[src/rtl/rgb_pwm_sched.sv]
// Three-channel LED PWM with period-aligned shadow duties and a 4-mode button cycle.
// Optional LED_ACTIVE_LOW_EN inverts the red/green/blue pin levels for sinking drivers.
module rgb_pwm_sched #(
    parameter int PWM_INTERVAL = 1200,
    parameter int DIM_SHIFT    = 2,
    localparam int DW          = $clog2(PWM_INTERVAL)
) (
    input  logic          clk,
    input  logic          rst,
    input  logic          btn,
    input  logic [DW-1:0] r_duty,
    input  logic [DW-1:0] g_duty,
    input  logic [DW-1:0] b_duty,
    output logic          red,
    output logic          green,
    output logic          blue,
    output logic [1:0]    mode,
    output logic          period_start
);

    // Shadows must hold the full-scale value PWM_INTERVAL itself.
    localparam int SW = $clog2(PWM_INTERVAL + 1);
    localparam logic [DW-1:0] LAST = DW'(PWM_INTERVAL - 1);
    localparam logic [SW-1:0] FULL = SW'(PWM_INTERVAL);

`ifdef LED_ACTIVE_LOW_EN
    localparam logic LED_ON = 1'b0;
`else
    localparam logic LED_ON = 1'b1;
`endif
    localparam logic LED_OFF = ~LED_ON;

    typedef enum logic [1:0] {
        RUN    = 2'b00,
        FREEZE = 2'b01,
        DIM    = 2'b10,
        OFF    = 2'b11
    } mode_e;

    mode_e         mode_q, mode_d;
    logic          run_q, run_d;
    logic [DW-1:0] cnt_q, cnt_d;
    logic [SW-1:0] r_sh_q, r_sh_d;
    logic [SW-1:0] g_sh_q, g_sh_d;
    logic [SW-1:0] b_sh_q, b_sh_d;
    logic          red_q, red_d;
    logic          green_q, green_d;
    logic          blue_q, blue_d;
    logic          pstart_q, pstart_d;
    logic          boundary;

    function automatic logic [SW-1:0] clamp(input logic [DW-1:0] d);
        if (SW'(d) >= FULL) begin
            return FULL;
        end
        return SW'(d);
    endfunction

    function automatic logic [SW-1:0] load(
        input mode_e         m,
        input logic [DW-1:0] d,
        input logic [SW-1:0] cur
    );
        logic [SW-1:0] v;
        v = cur;
        unique case (m)
            RUN:    v = clamp(d);
            FREEZE: v = cur;
            DIM:    v = clamp(d) >> DIM_SHIFT;
            OFF:    v = '0;
        endcase
        return v;
    endfunction

    always_ff @(posedge clk or posedge rst) begin
        if (rst) begin
            mode_q   <= RUN;
            run_q    <= 1'b0;
            cnt_q    <= '0;
            r_sh_q   <= '0;
            g_sh_q   <= '0;
            b_sh_q   <= '0;
            red_q    <= LED_OFF;
            green_q  <= LED_OFF;
            blue_q   <= LED_OFF;
            pstart_q <= 1'b0;
        end else begin
            mode_q   <= mode_d;
            run_q    <= run_d;
            cnt_q    <= cnt_d;
            r_sh_q   <= r_sh_d;
            g_sh_q   <= g_sh_d;
            b_sh_q   <= b_sh_d;
            red_q    <= red_d;
            green_q  <= green_d;
            blue_q   <= blue_d;
            pstart_q <= pstart_d;
        end
    end

    always_comb begin
        mode_d = mode_q;
        if (btn) begin
            unique case (mode_q)
                RUN:    mode_d = FREEZE;
                FREEZE: mode_d = DIM;
                DIM:    mode_d = OFF;
                OFF:    mode_d = RUN;
            endcase
        end
    end

    // The first edge after reset re-enters cnt = 0 so that cycle opens a period.
    always_comb begin
        run_d    = 1'b1;
        cnt_d    = '0;
        boundary = 1'b0;
        if (run_q) begin
            boundary = (cnt_q == LAST);
            cnt_d    = boundary ? '0 : cnt_q + DW'(1);
        end
        pstart_d = (cnt_d == '0);
    end

    always_comb begin
        r_sh_d = r_sh_q;
        g_sh_d = g_sh_q;
        b_sh_d = b_sh_q;
        if (boundary) begin
            r_sh_d = load(mode_q, r_duty, r_sh_q);
            g_sh_d = load(mode_q, g_duty, g_sh_q);
            b_sh_d = load(mode_q, b_duty, b_sh_q);
        end
    end

    always_comb begin
        red_d   = (SW'(cnt_q) < r_sh_q) ? LED_ON : LED_OFF;
        green_d = (SW'(cnt_q) < g_sh_q) ? LED_ON : LED_OFF;
        blue_d  = (SW'(cnt_q) < b_sh_q) ? LED_ON : LED_OFF;
    end

    assign red          = red_q;
    assign green        = green_q;
    assign blue         = blue_q;
    assign mode         = mode_q;
    assign period_start = pstart_q;

endmodule

[config.mk]
export PLATFORM = sky130hd
export DESIGN_NAME = rgb_pwm_sched
export DESIGN_NICKNAME = d
export VERILOG_FILES = /design/src/rtl/rgb_pwm_sched.sv
export SDC_FILE = /design/constraint.sdc
export NUM_CORES = 1
export LEC_CHECK = 0
export BUFFER_PORTS_ARGS = -buffer_cell sky130_fd_sc_hd__buf_2
export CORE_AREA = 2 2 100 102
export DETAILED_ROUTE_END_ITERATION = 7
export DIE_AREA = 0 0 102 104
export HOLD_SLACK_MARGIN = 0.08
export PLACE_DENSITY_LB_ADDON = 0.3
export REMOVE_ABC_BUFFERS = 1
export SYNTH_ARGS = -nofsm -noshare
export SYNTH_HDL_FRONTEND = slang
export SYNTH_SLANG_ARGS = --single-unit
[constraint.sdc]
create_clock -name clk -period 2.34 [get_ports clk]
set_input_delay 0.351 -clock clk [delete_from_list [all_inputs] [get_ports clk]]
set_output_delay 0.351 -clock clk [all_outputs]
set_load 0.1 [all_outputs]
# Word-level counts from Yosys, hierarchy flattened
# Index checks and enable logic that the tools add are counted.
# Widths: inputs -> output; s select.
[totals]
ff_bits = 51
inputBits = 36
out_inout_bits = 6
[op_classes]
add_sub_neg = 1
n_lt_le_gt_ge = 6
n_eq_ne = 4
mux = 34
bitwise = 1
n_reduce_logical = 3
[ops]
columns = ["op", "n"]
rows = [
  ["$mux 11", 11],
  ["$pmux 11 s3", 3],
  ["$ge 11x11->1 const B", 3],
  ["$lt 11x11->1", 3],
  ["$mux 1", 19],
  ["$add 11x1->11 const B", 1],
  ["$eq 11x11->1 const B", 1],
  ["$logic_not 11->1", 1],
  ["$pmux 2 s4", 1],
  ["$eq 2x2->1 const B", 2],
  ["$eq 2x1->1 const B", 1],
  ["$logic_not 2->1", 1],
  ["$reduce_and 2->1", 1],
  ["$not 1->1", 1],
]

# Depth between registers and ports, before layout
# Gate-level depths: netlist (run 1).
[depth]
depth_word = 6
mapped_depth = 8
ltp_nobuf = 7

# Least setup slack after synthesis (run 1)
# No wires, ideal clock.
[synth_path]
path_type = "register -> register"
startpoint = "reg mode_q[0], in the netlist mode[0]"
endpoint = "reg r_sh_q[6]"
setup_ps = 95
arrival_time_ps = 2279
slack_ps = -34
stages_incl_launch_ff = 8
synth_period_minus_slack_ps = 2374
path_cell_list = "dfrtp_1 inv_1 ha_1 clkbuf_1 nor2_2 clkbuf_1 a22oi_1 o31ai_1"
[synth_via]
elab_chain_cells = 3
[synth_rtl]
columns = ["item", "line_no", "text"]
rows = [
  ["start, declared", "40", "mode_e mode_q, mode_d;"],
  ["start signal, assigned", "88", "mode_q <= mode_d;"],
  ["parallel branches: the longest is 3 deep, another holds $pmux 11 s3", "--", ""],
  ["end signal, assigned", "91", "r_sh_q <= r_sh_d;"],
  ["end, declared", "43", "logic [SW-1:0] r_sh_q, r_sh_d;"],
]
# Several ways; the timed one is not identified.
# A chain may end at the register's enable or synchronous reset.

# Worst setup path in the final report (run 1)
[layout_path]
startpoint = "reg cnt_q[0]"
endpoint = "reg pstart_q, in the netlist period_start"
[layout_via]
elab_chain_cells = 4
[layout_rtl]
columns = ["item", "line_no", "text"]
rows = [
  ["start, declared", "42", "logic [DW-1:0] cnt_q, cnt_d;"],
  ["start signal, assigned", "90", "cnt_q <= cnt_d;"],
  ["$add 11x1->11 / $eq 11x11->1 (equally long branches)", "120, 119", ""],
  ["$mux 11 (*)", "120", "cnt_d = boundary ? '0 : cnt_q + DW'(1);"],
  ["$mux 11 (*)", "118", "if (run_q) begin"],
  ["$logic_not 11->1 (*)", "122", "pstart_d = (cnt_d == '0);"],
  ["net pstart_d", "49", "logic pstart_q, pstart_d;"],
  ["end signal, assigned", "97", "pstart_q <= pstart_d;"],
  ["end, declared", "49", ""],
]
# Mark *: on every way through the listed nets, which the timed path passes. The rest lies on a longest branch.

==> results of run 1 <==
state kept, by name, summed over array words and instances (netlist names):
register      flops
b_sh_q           11
mode              2
g_sh_q           11
red               1
blue              1
r_sh_q           11
cnt_q            11
period_start      1
run_q             1
green             1
cell usage after synthesis (all sizes together), types with 4 or more instances:
cell	n
dfrtp	51
inv	40
o21ai	38
ha	35
nand2	28
nor2	19
a21oi	16
nand3	15
a22oi	14
o31ai	10
a21o	8
and3	8
buf	7
nor3	7
o211ai	7
clkbuf	6
xnor2	6
a31oi	5
a32oi	4
nand3b	4
cell families after synthesis:
group                      count (synthesis)
AOI/OAI and AO/OA                        111
xor gates and xnor gates                   9
adders and majority gates                 35
buffers and inverters                     53
DFF                                       51
muxes                                      2
other                                      1
and+or+nand+nor                          101
power groups by stage:
stage | clock (mW) | sequential [mW] | combinational, mW
3_3_place_gp | 0 | 0.949 | 0.697
6_report | 0.647 | 0.933 | 0.713
4_1_cts | 0.663 | 0.933 | 0.711
2_1_floorplan | 0 | 1.08 | 0.325
5_1_grt | 0.700 | 0.939 | 0.779
3_5_place_dp | 0 | 0.951 | 0.707
layout by cell type, fill, tap and decap left out, drive strengths merged, types with 2 or more instances in the layout:
master	Yosys	routed
a211o	3	3
mux2i	2	2
nand3b	4	4
nor2b	2	2
nor2	19	19
and3	8	8
or2	2	2
a31oi	5	5
xor2	3	3
o211ai	7	7
nand4	3	3
nand3	15	15
and2	3	3
o21ai	38	38
o31ai	10	10
inv	40	40
a21oi	16	16
ha	35	35
clkbuf	6	6
a221oi	3	3
dfrtp	51	51
a21o	8	8
a211oi	3	3
buf	7	50
xnor2	6	6
a32oi	4	4
nand2	28	28
nand2b	3	3
a22oi	14	14
nor3	7	7
per-stage QoR:
| step | setup slack [ns] | utilization [%] | hold slack, ns |
|---|---|---|---|
| floorplan | -0.4388 | - | 0.4474 |
| global placement | 0.4793 | 38.48 | 0.4190 |
| detailed placement | 0.4120 | 38.48 | 0.4250 |
| CTS | 0.3862 | 39.71 | 0.08382 |
| global route | 0.1939 | 39.71 | 0.1005 |
| finish | 0.3900 | 39.71 | 0.07453 |
worst max path at each step:
stage / startpoint / to / slack [ns] / cells past startpoint
3_5_place_dp: cnt_q[0]$_DFF_PP0_ / period_start$_DFF_PP0_ / 0.41 / 6
4_1_cts: cnt_q[0]$_DFF_PP0_ / period_start$_DFF_PP0_ / 0.39 / 6
5_1_grt: cnt_q[0]$_DFF_PP0_ / r_sh_q[5]$_DFFE_PP0P_ / 0.19 / 5
2_1_floorplan: mode[0]$_DFFE_PP0P_ / r_sh_q[2]$_DFFE_PP0P_ / -0.44 / 6
6_report: cnt_q[0]$_DFF_PP0_ / period_start$_DFF_PP0_ / 0.39 / 6
3_3_place_gp: cnt_q[0]$_DFF_PP0_ / period_start$_DFF_PP0_ / 0.48 / 6
layer usage:
metal  up-vias  global-route usage [%]  wire, um
met5         -                       0         0
met4         0                   4.857       157
met3         9                   2.419       256
met2        64                   24.34      3733
met1      1358                   23.33      3942
li1       1390                       -         -
worst min-delay path: stages:
cell and delay (ns):
sky130_fd_sc_hd__buf_2 0.10, sky130_fd_sc_hd__inv_2 0.06, sky130_fd_sc_hd__buf_12 0.26
final cells by class:
cell class	count	area [um2]
Tap cell	133	166.4
Clock buffer	6	82.58
Clock inverter	2	35.03
Sequential cell	51	1276
Inverter	40	150.1
Multi-Input combinational cell	259	1784
Fill cell	1006	5757
Timing Repair Buffer	50	297.8
==> qor.csv, run 1 <==
stage;metric;value;unit
power;combPwrFrac;31.1;%
clocking;postCtsSetupBuffers;0;
worst_setup_path;timing.critical_path.max_delay_family;simple AND/OR/NAND/NOR gates;
global_route;grt_pass1_wl;13570;um
run_status;run_status;finished, final reports clean;
synthesis;synth_top_cell_by_area;sky130_fd_sc_hd__dfrtp_1;
worst_setup_path;timing.critical_path.cells;ha_1 -> nand3_1 -> nor2_2 -> and3_1 -> a31oi_1 -> o31ai_1;
synthesis;synth_top_flop_cell;sky130_fd_sc_hd__dfrtp_1;
timing;final_min_period_over_clock_period;83.33;%
synthesis;post-synth-top-area-fraction;38.89;%
floorplan;top_level_ports;42;
synthesis;synth_xor_area_share;2.402;%
timing;final-max-slew-violation-count;0;
global_route;grt_pass1_vias;2725;
detailed_routing;drt.antenna.violating_nets;0;
floorplan;die_span_x;102;um
detailed_routing;route.detailed.drc;0;
worst_setup_path;regToRegStartpoint;cnt_q[0]$_DFF_PP0_;
place;dpl.hpwl;6015;um
final_layout;final_layout_size_suffix_gt1_share;16.67;%
place;placed_cells;533;
global_route;grtUsageTotal;16.00;%
synthesis;avgSynthCellArea;9.041;um2
clocking;longest_clk_path_bufs;2;
synthesis;share_of_synthesized_registers_carrying_an_async_set_or_reset;100.0;%
power;worst_ir_drop_vdd;1.238;mV
timing;worst_slew_margin_rel;63.41;%
clocking;worst_skew_pair.late_latency;0.31;ns
worst_setup_path;timing.critical_path.slowest_stage_cell;sky130_fd_sc_hd__dfrtp_1;
floorplan;die-height;104;um
synthesis;synth_top_family_by_area;compound AO/OA/AOI/OAI gates;
clocking;clk_root_buffer_cell;sky130_fd_sc_hd__clkbuf_8;
worst_setup_path;cpPeakStageDelay;0.46;ns
power;power.clock.fraction;28.2;%
clocking;post_cts_hold_buffer_count;0;
synthesis;yosysWarningCount;0;
worst_setup_path;setup.worst_path.end_class;flop;
detailed_routing;routed_wl;8088;um
place;placement.io_buffers;41;
floorplan;initial_core_utilization;34.37;%
detailed_routing;detailedRoute.firstIterationViolations;201;
detailed_routing;post_drt_wl_per_cell;14.95;um
floorplan;core.rowCount;36;
worst_setup_path;reg2reg_setup_slack;0.39;ns
timing;skew;0.01313;ns
final_layout;area_delta_synth_final;15.55;%
clocking;cts_sinks;51;
final_layout;antenna_cells_inserted;0;
worst_setup_path;worstSetupPathType;flop to flop;
global_route;largest_net_degree_at_the_start_of_global_routing;52;
synthesis;synth.distinct_cells;46;
synthesis;synth_cells;363;
timing;achievable_freq;0.5128;GHz
clocking;tritoncts.num_buffers;5;
synthesis;synth_enable_flop_cells;0;
timing;finalSetupViolCount;0;
clocking;post_cts_resize_count;0;
worst_setup_path;worstPathArrival;2.15;ns
clocking;cts.htree.levels;2;
worst_setup_path;path_max_fanout;8;
power;powerDensity;604.5;nW/um2
final_layout;final_area;3792;um2
clocking;worst_setup_hold_path_clk_slew;0.10;ns
timing;worst-slew-pin-transition;0.5468;ns
detailed_routing;post_drt_via_cell_ratio;5.214;
power;internal_power;1.459;mW
worst_setup_path;worst-path-buf-inv;0;
worst_setup_path;r2r_end;period_start$_DFF_PP0_;
worst_setup_path;worst-endpoint-required;2.54;ns
floorplan;core;9549;um2
clocking;clock_tree_from_tritoncts;yes;
synthesis;netlist_area;3282;um2
worst_setup_path;r2r.worst_path.cells;6;
global_route;grt_overflow;0;
synthesis;synth-compound-area-share;21.73;%
floorplan;fp.dieArea;10610;um2
final_layout;final_nets;478;
worst_setup_path;start_kind;flop;
synthesis;yosys.area_share.simple;16.16;%
timing;finalHoldViolCount;0;
place;gp_congestion;0.8082;
flow_run;cap_viol_max_count;0;
min_path;hold_path_class;input pin to asynchronous set/reset pin;
timing;setup_tns;0;ns
power;p_total;2.293;mW
detailed_routing;firstDrtPassIters;4;
synthesis;ys_seq_elements;51;
timing;timing.final.crit_period;1.950;ns
detailed_routing;detailroute.via_count;2821;
synthesis;synth_mux_area_share;0.6100;%
timing;grt_setup_unrepaired;false;
power;static_leakage;2.026;nW
place;placed_area;3675;um2
synthesis;synth_adder_area_share;13.34;%
global_route;grt_antenna_before_repair;0;
power;seq_power_share;40.7;%
power;p_switching;0.8334;mW
power;switching_share;36.35;%
synthesis;synth.top_cells.by_area;sky130_fd_sc_hd__dfrtp_1 (39%), sky130_fd_sc_hd__ha_1 (13%), sky130_fd_sc_hd__o21ai_0 (5.6%);
synthesis;seq_area_frac_synth;38.89;%
final_layout;finish.cell_count_without_fillers;541;
(Power assumes the default switching activity.)
==> inputs of run 2 (changes only) <==
==> constraint.sdc (replaced) <==
create_clock -name clk -period 1.6 [get_ports clk]
set_input_delay 0.24 -clock clk [delete_from_list [all_inputs] [get_ports clk]]
set_output_delay 0.24 -clock clk [all_outputs]
set_load 0.1 [all_outputs]
==> qor.csv, run 2 (synthesis results as in run 1) <==
stage;metric;value;unit;change
min_path;hold_path_class;input pin to flop;;
global_route;grt_pass1_vias;2956;;+8.5%
worst_setup_path;cpPeakStageDelay;0.45;ns;about the same
clocking;cts.htree.levels;2;;unchanged
detailed_routing;detailroute.via_count;2939;;+4.2%
floorplan;fp.dieArea;10610;um2;unchanged
power;power.clock.fraction;22.1;%;-6.1 points
flow_run;cap_viol_max_count;0;;unchanged
detailed_routing;route.detailed.drc;0;;unchanged
power;seq_power_share;41.3;%;+0.6 points
worst_setup_path;path_max_fanout;32;;+24
power;switching_share;38.22;%;+1.9 points
final_layout;number_of_filler_instances_in_the_final_layout;932;;-7.4%
worst_setup_path;timing.critical_path.slowest_stage_cell;sky130_fd_sc_hd__dfrtp_2;;
timing;worst_slew_margin_rel;62.81;%;-0.60 points
place;placement.io_buffers;41;;unchanged
worst_setup_path;worstPathArrival;1.91;ns;-0.24 ns
clocking;clk_root_buffer_cell;sky130_fd_sc_hd__clkbuf_8;;
clocking;worst_setup_hold_path_clk_slew;0.10;ns;about the same
final_layout;area_occupied_by_multi_input_gates;2059;um2;+15%
run_status;violated_checks;negative setup slack;;
global_route;grt_pass1_wl;14570;um;+7.3%
timing;skew;0.01212;ns;-0.001005 ns
global_route;grtUsageTotal;17.19;%;+1.2 points
place;gp_congestion;0.8365;;+3.5%
power;powerDensity;756.9;nW/um2;+25%
timing;timing.final.crit_period;1.713;ns;-0.2368 ns
worst_setup_path;timing.critical_path.cells;ha_2 -> and3_4 -> nand4_2 -> buf_12 -> a31oi_1 -> a22oi_1;;
final_layout;regArea;1282;um2;+0.49%
detailed_routing;routed_wl;8753;um;+8.2%
worst_setup_path;worst-endpoint-required;1.79;ns;-0.75 ns
worst_setup_path;setup.worst_path.end_class;flop;;
detailed_routing;firstDrtPassIters;4;;unchanged
timing;worst-slew-pin-transition;0.5557;ns;+0.008946 ns
clocking;tritoncts.num_buffers;5;;unchanged
detailed_routing;post_drt_via_cell_ratio;5.085;;-2.5%
place;placement.setup.worst_slack;-0.2466;ns;-0.6586 ns
floorplan;top_level_ports;42;;unchanged
power;static_leakage;2.229;nW;+10%
global_route;grt_overflow;0;;unchanged
floorplan;die_span_x;102;um;unchanged
final_layout;final_nets;517;;+8.2%
worst_setup_path;timing.critical_path.max_delay_family;flip-flops;;
floorplan;core.rowCount;36;;unchanged
worst_setup_path;worstSetupPathType;flop to flop;;
clocking;cts_sinks;51;;unchanged
place;placed_cells;562;;+5.4%
final_layout;mostFrequentLayoutCells;sky130_fd_sc_hd__dfrtp_1 (46), sky130_fd_sc_hd__buf_2 (41), sky130_fd_sc_hd__inv_1 (38);;
floorplan;initial_core_utilization;34.37;%;unchanged
final_layout;final_common_cell;sky130_fd_sc_hd__dfrtp_1;;
worst_setup_path;start_kind;flop;;
timing;finalSetupViolCount;36;;+36
final_layout;area_delta_synth_final;32.94;%;
clocking;clock_tree_from_tritoncts;yes;;
timing;setup_tns;-1.739;ns;-1.739 ns
final_layout;antenna_cells_inserted;0;;unchanged
run_status;run_status;finished, violations left;;
power;p_total;3.302;mW;+44%
worst_setup_path;reg2reg_setup_slack;-0.11;ns;-0.50 ns
clocking;worst_skew_pair.late_latency;0.31;ns;about the same
final_layout;final_layout_size_suffix_gt1_share;32.58;%;+16 points
timing;finalHoldViolCount;0;;unchanged
timing;final_min_period_over_clock_period;107.1;%;+24 points
power;worst_ir_drop_vdd;1.643;mV;+33%
detailed_routing;drt.antenna.violating_nets;0;;unchanged
timing;layout_setup_ws;-0.1132;ns;-0.5032 ns
detailed_routing;post_drt_wl_per_cell;15.14;um;+1.3%
place;dpl.hpwl;6447;um;+7.2%
timing;hold_ws;0.1545;ns;+0.07998 ns
global_route;largest_net_degree_at_the_start_of_global_routing;33;;-37%
detailed_routing;detailedRoute.firstIterationViolations;197;;-2.0%
timing;grt_setup_unrepaired;true;;
power;combPwrFrac;36.7;%;+5.6 points
power;internal_power;2.040;mW;+40%
clocking;longest_clk_path_bufs;2;;unchanged
global_route;grt_antenna_before_repair;0;;unchanged
final_layout;finish.cell_count_without_fillers;578;;+6.8%
floorplan;die-height;104;um;unchanged
timing;achievable_freq;0.5837;GHz;+14%
power;p_switching;1.262;mW;+51%
timing;final-max-slew-violation-count;0;;unchanged
worst_setup_path;worst-path-buf-inv;1;;+1
floorplan;core;9549;um2;unchanged
==> run 2: area by class of cell <==
cell class / instances / area share, %
multi-input cells: 259 / 47.20
clock buffers: 6 / 1.663
well taps: 133 / 3.814
flip-flops and latches: 51 / 29.39
inverters: 40 / 3.441
repair buffers: 89 / 14.48
==> run 2: final timing paths <==
| check | from | to | cells past startpoint |
|---|---|---|---|
| setup / recovery | cnt_q[1]$_DFF_PP0_ | g_sh_q[4]$_DFFE_PP0P_ | 6 |
| hold / removal | btn | mode[1]$_DFFE_PP0P_ | 2 |
| setup reg to reg | cnt_q[1]$_DFF_PP0_ | g_sh_q[4]$_DFFE_PP0P_ | 6 |
| hold reg to reg | b_sh_q[7]$_DFFE_PP0P_ | b_sh_q[7]$_DFFE_PP0P_ | 2 |
| max in group asynchronous | rst | cnt_q[4]$_DFF_PP0_ | 4 |
| min in group asynchronous | rst | mode[0]$_DFFE_PP0P_ | 3 |
==> run 2: what timing repair did <==
item / CTS / global route
hold buffers: 1 / 0
setup buffers: 6 / 3
pin swaps: 7 / 11
endpoints found under the hold margin: 46 / 0
gates resized for setup: 40 / 16
endpoints found under the setup margin: 45 / 47
==> run 2: metal layers <==
| metal | vias to the layer above | track usage, % | share of wire (%) |
|---|---|---|---|
| met2 | 51 | 27.54 | 49 |
| met4 | 0 | 4.952 | 1.4 |
| met3 | 10 | 2.755 | 3.1 |
| li1 | 1462 | - | - |
| met1 | 1416 | 23.84 | 47 |
| met5 | - | 0 | 0 |
==> run 2: worst reg2reg max path, stage by stage, from the launching register on <==
cell                      delay (ns)
sky130_fd_sc_hd__dfrtp_2        0.45
sky130_fd_sc_hd__ha_2           0.27
sky130_fd_sc_hd__and3_4         0.23
sky130_fd_sc_hd__nand4_2        0.16
sky130_fd_sc_hd__buf_12         0.22
sky130_fd_sc_hd__a31oi_1        0.18
sky130_fd_sc_hd__a22oi_1        0.09
==> run 2: stage by stage <==
stage / utilization [%] / area, um2
after floorplan: - / 3211
after global placement: 40.89 / 3905
after detailed placement: 40.89 / 3905
after CTS: 44.39 / 4239
after global routing: 45.69 / 4363
final: 45.69 / 4363
==> run 2: power groups by stage <==
stage	combinational [mW]	sequential [mW]	clock (mW)
final	1.21	1.36	0.729
after floorplan	0.476	1.58	0
after global routing	1.33	1.37	0.788
after CTS	1.19	1.36	0.752
after detailed placement	1.15	1.38	0
after global placement	1.13	1.38	0
==> inputs of run 3 (changes only) <==
--- a/config.mk
+++ b/config.mk
@@ -6,9 +6,9 @@
 export NUM_CORES = 1
 export LEC_CHECK = 0
 export BUFFER_PORTS_ARGS = -buffer_cell sky130_fd_sc_hd__buf_2
-export CORE_AREA = 2 2 100 102
+export CORE_AREA = 2 2 77 134
 export DETAILED_ROUTE_END_ITERATION = 7
-export DIE_AREA = 0 0 102 104
+export DIE_AREA = 0 0 79 136
 export HOLD_SLACK_MARGIN = 0.08
 export PLACE_DENSITY_LB_ADDON = 0.3
 export REMOVE_ABC_BUFFERS = 1
==> qor.csv, run 3 (synthesis results as in run 1) <==
stage;metric;value;unit;change
final_layout;final_common_cell;sky130_fd_sc_hd__dfrtp_1;;
final_layout;mostFrequentLayoutCells;sky130_fd_sc_hd__dfrtp_1 (47), sky130_fd_sc_hd__buf_2 (41), sky130_fd_sc_hd__inv_1 (38);;
final_layout;final_nets;529;;+2.3%
detailed_routing;firstDrtPassIters;6;;+2
global_route;largest_net_degree_at_the_start_of_global_routing;52;;+58%
timing;worst_slew_margin_rel;45.24;%;-18 points
clocking;clk_root_buffer_cell;sky130_fd_sc_hd__clkbuf_16;;
global_route;grtUsageTotal;18.58;%;+1.4 points
power;seq_power_share;36.1;%;-5.2 points
global_route;grt_overflow;0;;unchanged
power;combPwrFrac;35.8;%;-0.9 points
floorplan;fp.dieArea;10740;um2;+1.3%
global_route;grt_antenna_before_repair;0;;unchanged
detailed_routing;post_drt_via_cell_ratio;5.509;;+8.3%
run_status;violated_checks;negative setup slack;;
power;static_leakage;2.411;nW;+8.2%
timing;final_min_period_over_clock_period;110.2;%;+3.1 points
timing;layout_setup_ws;-0.1633;ns;-0.05014 ns
flow_run;cap_viol_max_count;0;;unchanged
timing;final-max-slew-violation-count;0;;unchanged
timing;timing.final.crit_period;1.763;ns;+0.05014 ns
power;switching_share;37.64;%;-0.58 points
global_route;grt_pass1_wl;15630;um;+7.3%
detailed_routing;detailedRoute.firstIterationViolations;205;;+4.1%
final_layout;final_area;4852;um2;+11%
worst_setup_path;timing.critical_path.max_delay_family;flip-flops;;
power;internal_power;2.353;mW;+15%
clocking;cts.htree.levels;2;;unchanged
worst_setup_path;cpPeakStageDelay;0.53;ns;+0.08 ns
place;placement.io_buffers;41;;unchanged
final_layout;final_layout_size_suffix_gt1_share;42.27;%;+9.7 points
detailed_routing;routed_wl;10550;um;+20%
timing;achievable_freq;0.5671;GHz;-2.8%
clocking;longest_clk_path_bufs;2;;unchanged
run_status;run_status;finished, violations left;;
worst_setup_path;crit_top_cell;sky130_fd_sc_hd__buf_12;;
place;placed_area;3940;um2;+0.90%
clocking;clock_tree_from_tritoncts;yes;;
timing;finalSetupViolCount;44;;+22%
power;powerDensity;777.7;nW/um2;+2.8%
worst_setup_path;timing.critical_path.cells;nor4b_4 -> buf_4 -> nand4_4 -> buf_12 -> buf_12 -> a32oi_2 -> nand2_1;;
timing;finalHoldViolCount;0;;unchanged
worst_setup_path;timing.critical_path.slowest_stage_cell;sky130_fd_sc_hd__dfrtp_2;;
worst_setup_path;worst-endpoint-required;1.77;ns;-0.02 ns
global_route;grt_pass1_vias;3239;;+9.6%
min_path;hold_path_class;input pin to flop;;
worst_setup_path;setup.worst_path.end_class;flop;;
timing;grt_setup_unrepaired;true;;
worst_setup_path;worstPathArrival;1.94;ns;+0.03 ns
place;dpl.hpwl;6808;um;+5.6%
final_layout;antenna_cells_inserted;0;;unchanged
floorplan;die-height;136;um;+31%
worst_setup_path;worst-path-buf-inv;3;;+2
worst_setup_path;reg2reg_setup_slack;-0.16;ns;-0.05 ns
clocking;cts_sinks;51;;unchanged
floorplan;initial_core_utilization;33.73;%;-0.64 points
floorplan;top_level_ports;42;;unchanged
min_path;hold_depth;2;;unchanged
worst_setup_path;r2r.worst_path.cells;7;;+1
worst_setup_path;start_kind;flop;;
floorplan;die_span_x;79;um;-23%
clocking;worst_skew_pair.late_latency;0.30;ns;about the same
final_layout;area_delta_synth_final;47.85;%;
detailed_routing;detailroute.via_count;3217;;+9.5%
detailed_routing;route.detailed.drc;0;;unchanged
clocking;tritoncts.num_buffers;5;;unchanged
power;power.clock.fraction;28.1;%;+6.0 points
floorplan;core.rowCount;48;;+33%
worst_setup_path;path_max_fanout;7;;-78%
power;p_switching;1.420;mW;+13%
detailed_routing;post_drt_wl_per_cell;18.06;um;+19%
timing;skew;0.005603;ns;-0.006518 ns
clocking;worst_setup_hold_path_clk_slew;0.07;ns;-0.03 ns
worst_setup_path;regToRegStartpoint;cnt_q[6]$_DFF_PP0_;;
worst_setup_path;worstSetupPathType;flop to flop;;
final_layout;post-route-util;49.87;%;+4.2 points
place;gp_congestion;0.9145;;+9.3%
timing;worst-slew-pin-transition;0.8183;ns;+0.2626 ns
min_path;hold_start;btn;;
floorplan;core;9729;um2;+1.9%
detailed_routing;drt.antenna.violating_nets;0;;unchanged
worst_setup_path;r2r_end;r_sh_q[3]$_DFFE_PP0P_;;
power;worst_ir_drop_vdd;1.101;mV;-33%
final_layout;number_of_filler_instances_in_the_final_layout;914;;-1.9%
min_path;whs_endpoint;mode[0]$_DFFE_PP0P_;;
[run 3: changes by cell type in the layout (fill, tap and decap cells not counted), moves of 5 or more]
cell                        before  now
sky130_fd_sc_hd__nand2_1        26   11
sky130_fd_sc_hd__clkbuf_16       0   11
sky130_fd_sc_hd__nor2_1         16    6
sky130_fd_sc_hd__nor2_2          2   12
sky130_fd_sc_hd__o21ai_0        34   24
sky130_fd_sc_hd__nand2_4         1    9
sky130_fd_sc_hd__nand2_2         1    8
sky130_fd_sc_hd__ha_4           10    4
sky130_fd_sc_hd__o21ai_2         0    6
sky130_fd_sc_hd__o31ai_1         6    0
sky130_fd_sc_hd__clkbuf_8        5    0
sky130_fd_sc_hd__ha_1           24   29
sky130_fd_sc_hd__o31ai_4         0    5
[run 3: power groups by stage]
stage,logic (mW),registers [mW],clock network (mW)
2_1_floorplan,0.476,1.58,0
3_3_place_gp,1.10,1.38,0
3_5_place_dp,1.12,1.38,0
4_1_cts,1.19,1.36,1.09
5_1_grt,1.47,1.36,1.12
6_report,1.35,1.36,1.06
[run 3: repair_timing]
item                                   CTS  global route
endpoints found under the hold margin   51             0
resized for setup                       58            67
setup buffers                            5             2
setup endpoints to repair               47            47
hold buffers                             1             0
pin swaps                               20            22
cloned                                   2             6
[run 3: stage by stage]
stage               instances  setup TNS, ns  setup WS [ns]  total power [mW]  hold WS, ns
finish                    584         -3.932        -0.1633             3.774       0.1639
global route              584         -6.352        -0.2317             3.956       0.1952
floorplan                 350         -35.49         -1.179             2.059       0.3364
CTS                       576         -2.771        -0.1316             3.637       0.1585
detailed placement        560         -5.457        -0.2535             2.499       0.3117
global placement          560         -4.603        -0.2275             2.485       0.3085
[run 3: worst max path at each step]
stage,start,endpoint,cells past startpoint
3_3_place_gp,cnt_q[6]$_DFF_PP0_,g_sh_q[3]$_DFFE_PP0P_,6
3_5_place_dp,cnt_q[4]$_DFF_PP0_,blue$_DFF_PP0_,5
5_1_grt,cnt_q[4]$_DFF_PP0_,red$_DFF_PP0_,5
4_1_cts,cnt_q[4]$_DFF_PP0_,green$_DFF_PP0_,5
6_report,cnt_q[6]$_DFF_PP0_,r_sh_q[3]$_DFFE_PP0P_,7
2_1_floorplan,mode[0]$_DFFE_PP0P_,r_sh_q[2]$_DFFE_PP0P_,6
[run 3: per-layer routing]
| layer | global-route usage [%] | share of wire [%] | vias to the layer above |
|---|---|---|---|
| met5 | 0 | 0 | - |
| met4 | 8.908 | 5.9 | 0 |
| met3 | 2.590 | 3.8 | 39 |
| met2 | 33.19 | 52 | 106 |
| met1 | 21.48 | 38 | 1582 |
| li1 | - | - | 1490 |
[run 3: worst register-to-register path, stage by stage, from the launching register on]
cell and delay (ns):
sky130_fd_sc_hd__dfrtp_2 0.53, sky130_fd_sc_hd__nor4b_4 0.24, sky130_fd_sc_hd__buf_4 0.19, sky130_fd_sc_hd__nand4_4 0.11, sky130_fd_sc_hd__buf_12 0.18, sky130_fd_sc_hd__buf_12 0.15, sky130_fd_sc_hd__a32oi_2 0.16, sky130_fd_sc_hd__nand2_1 0.08
[run 3: final cells by class]
cell class	count	area, um2	share of cell area (%)
clock inverter	1	5.005	0.1031
sequential	51	1281	26.41
multi-input combinational	259	2248	46.34
tap	125	156.4	3.223
inverter	40	150.1	3.094
timing repair buffer	101	878.3	18.10
clock buffer	7	132.6	2.733
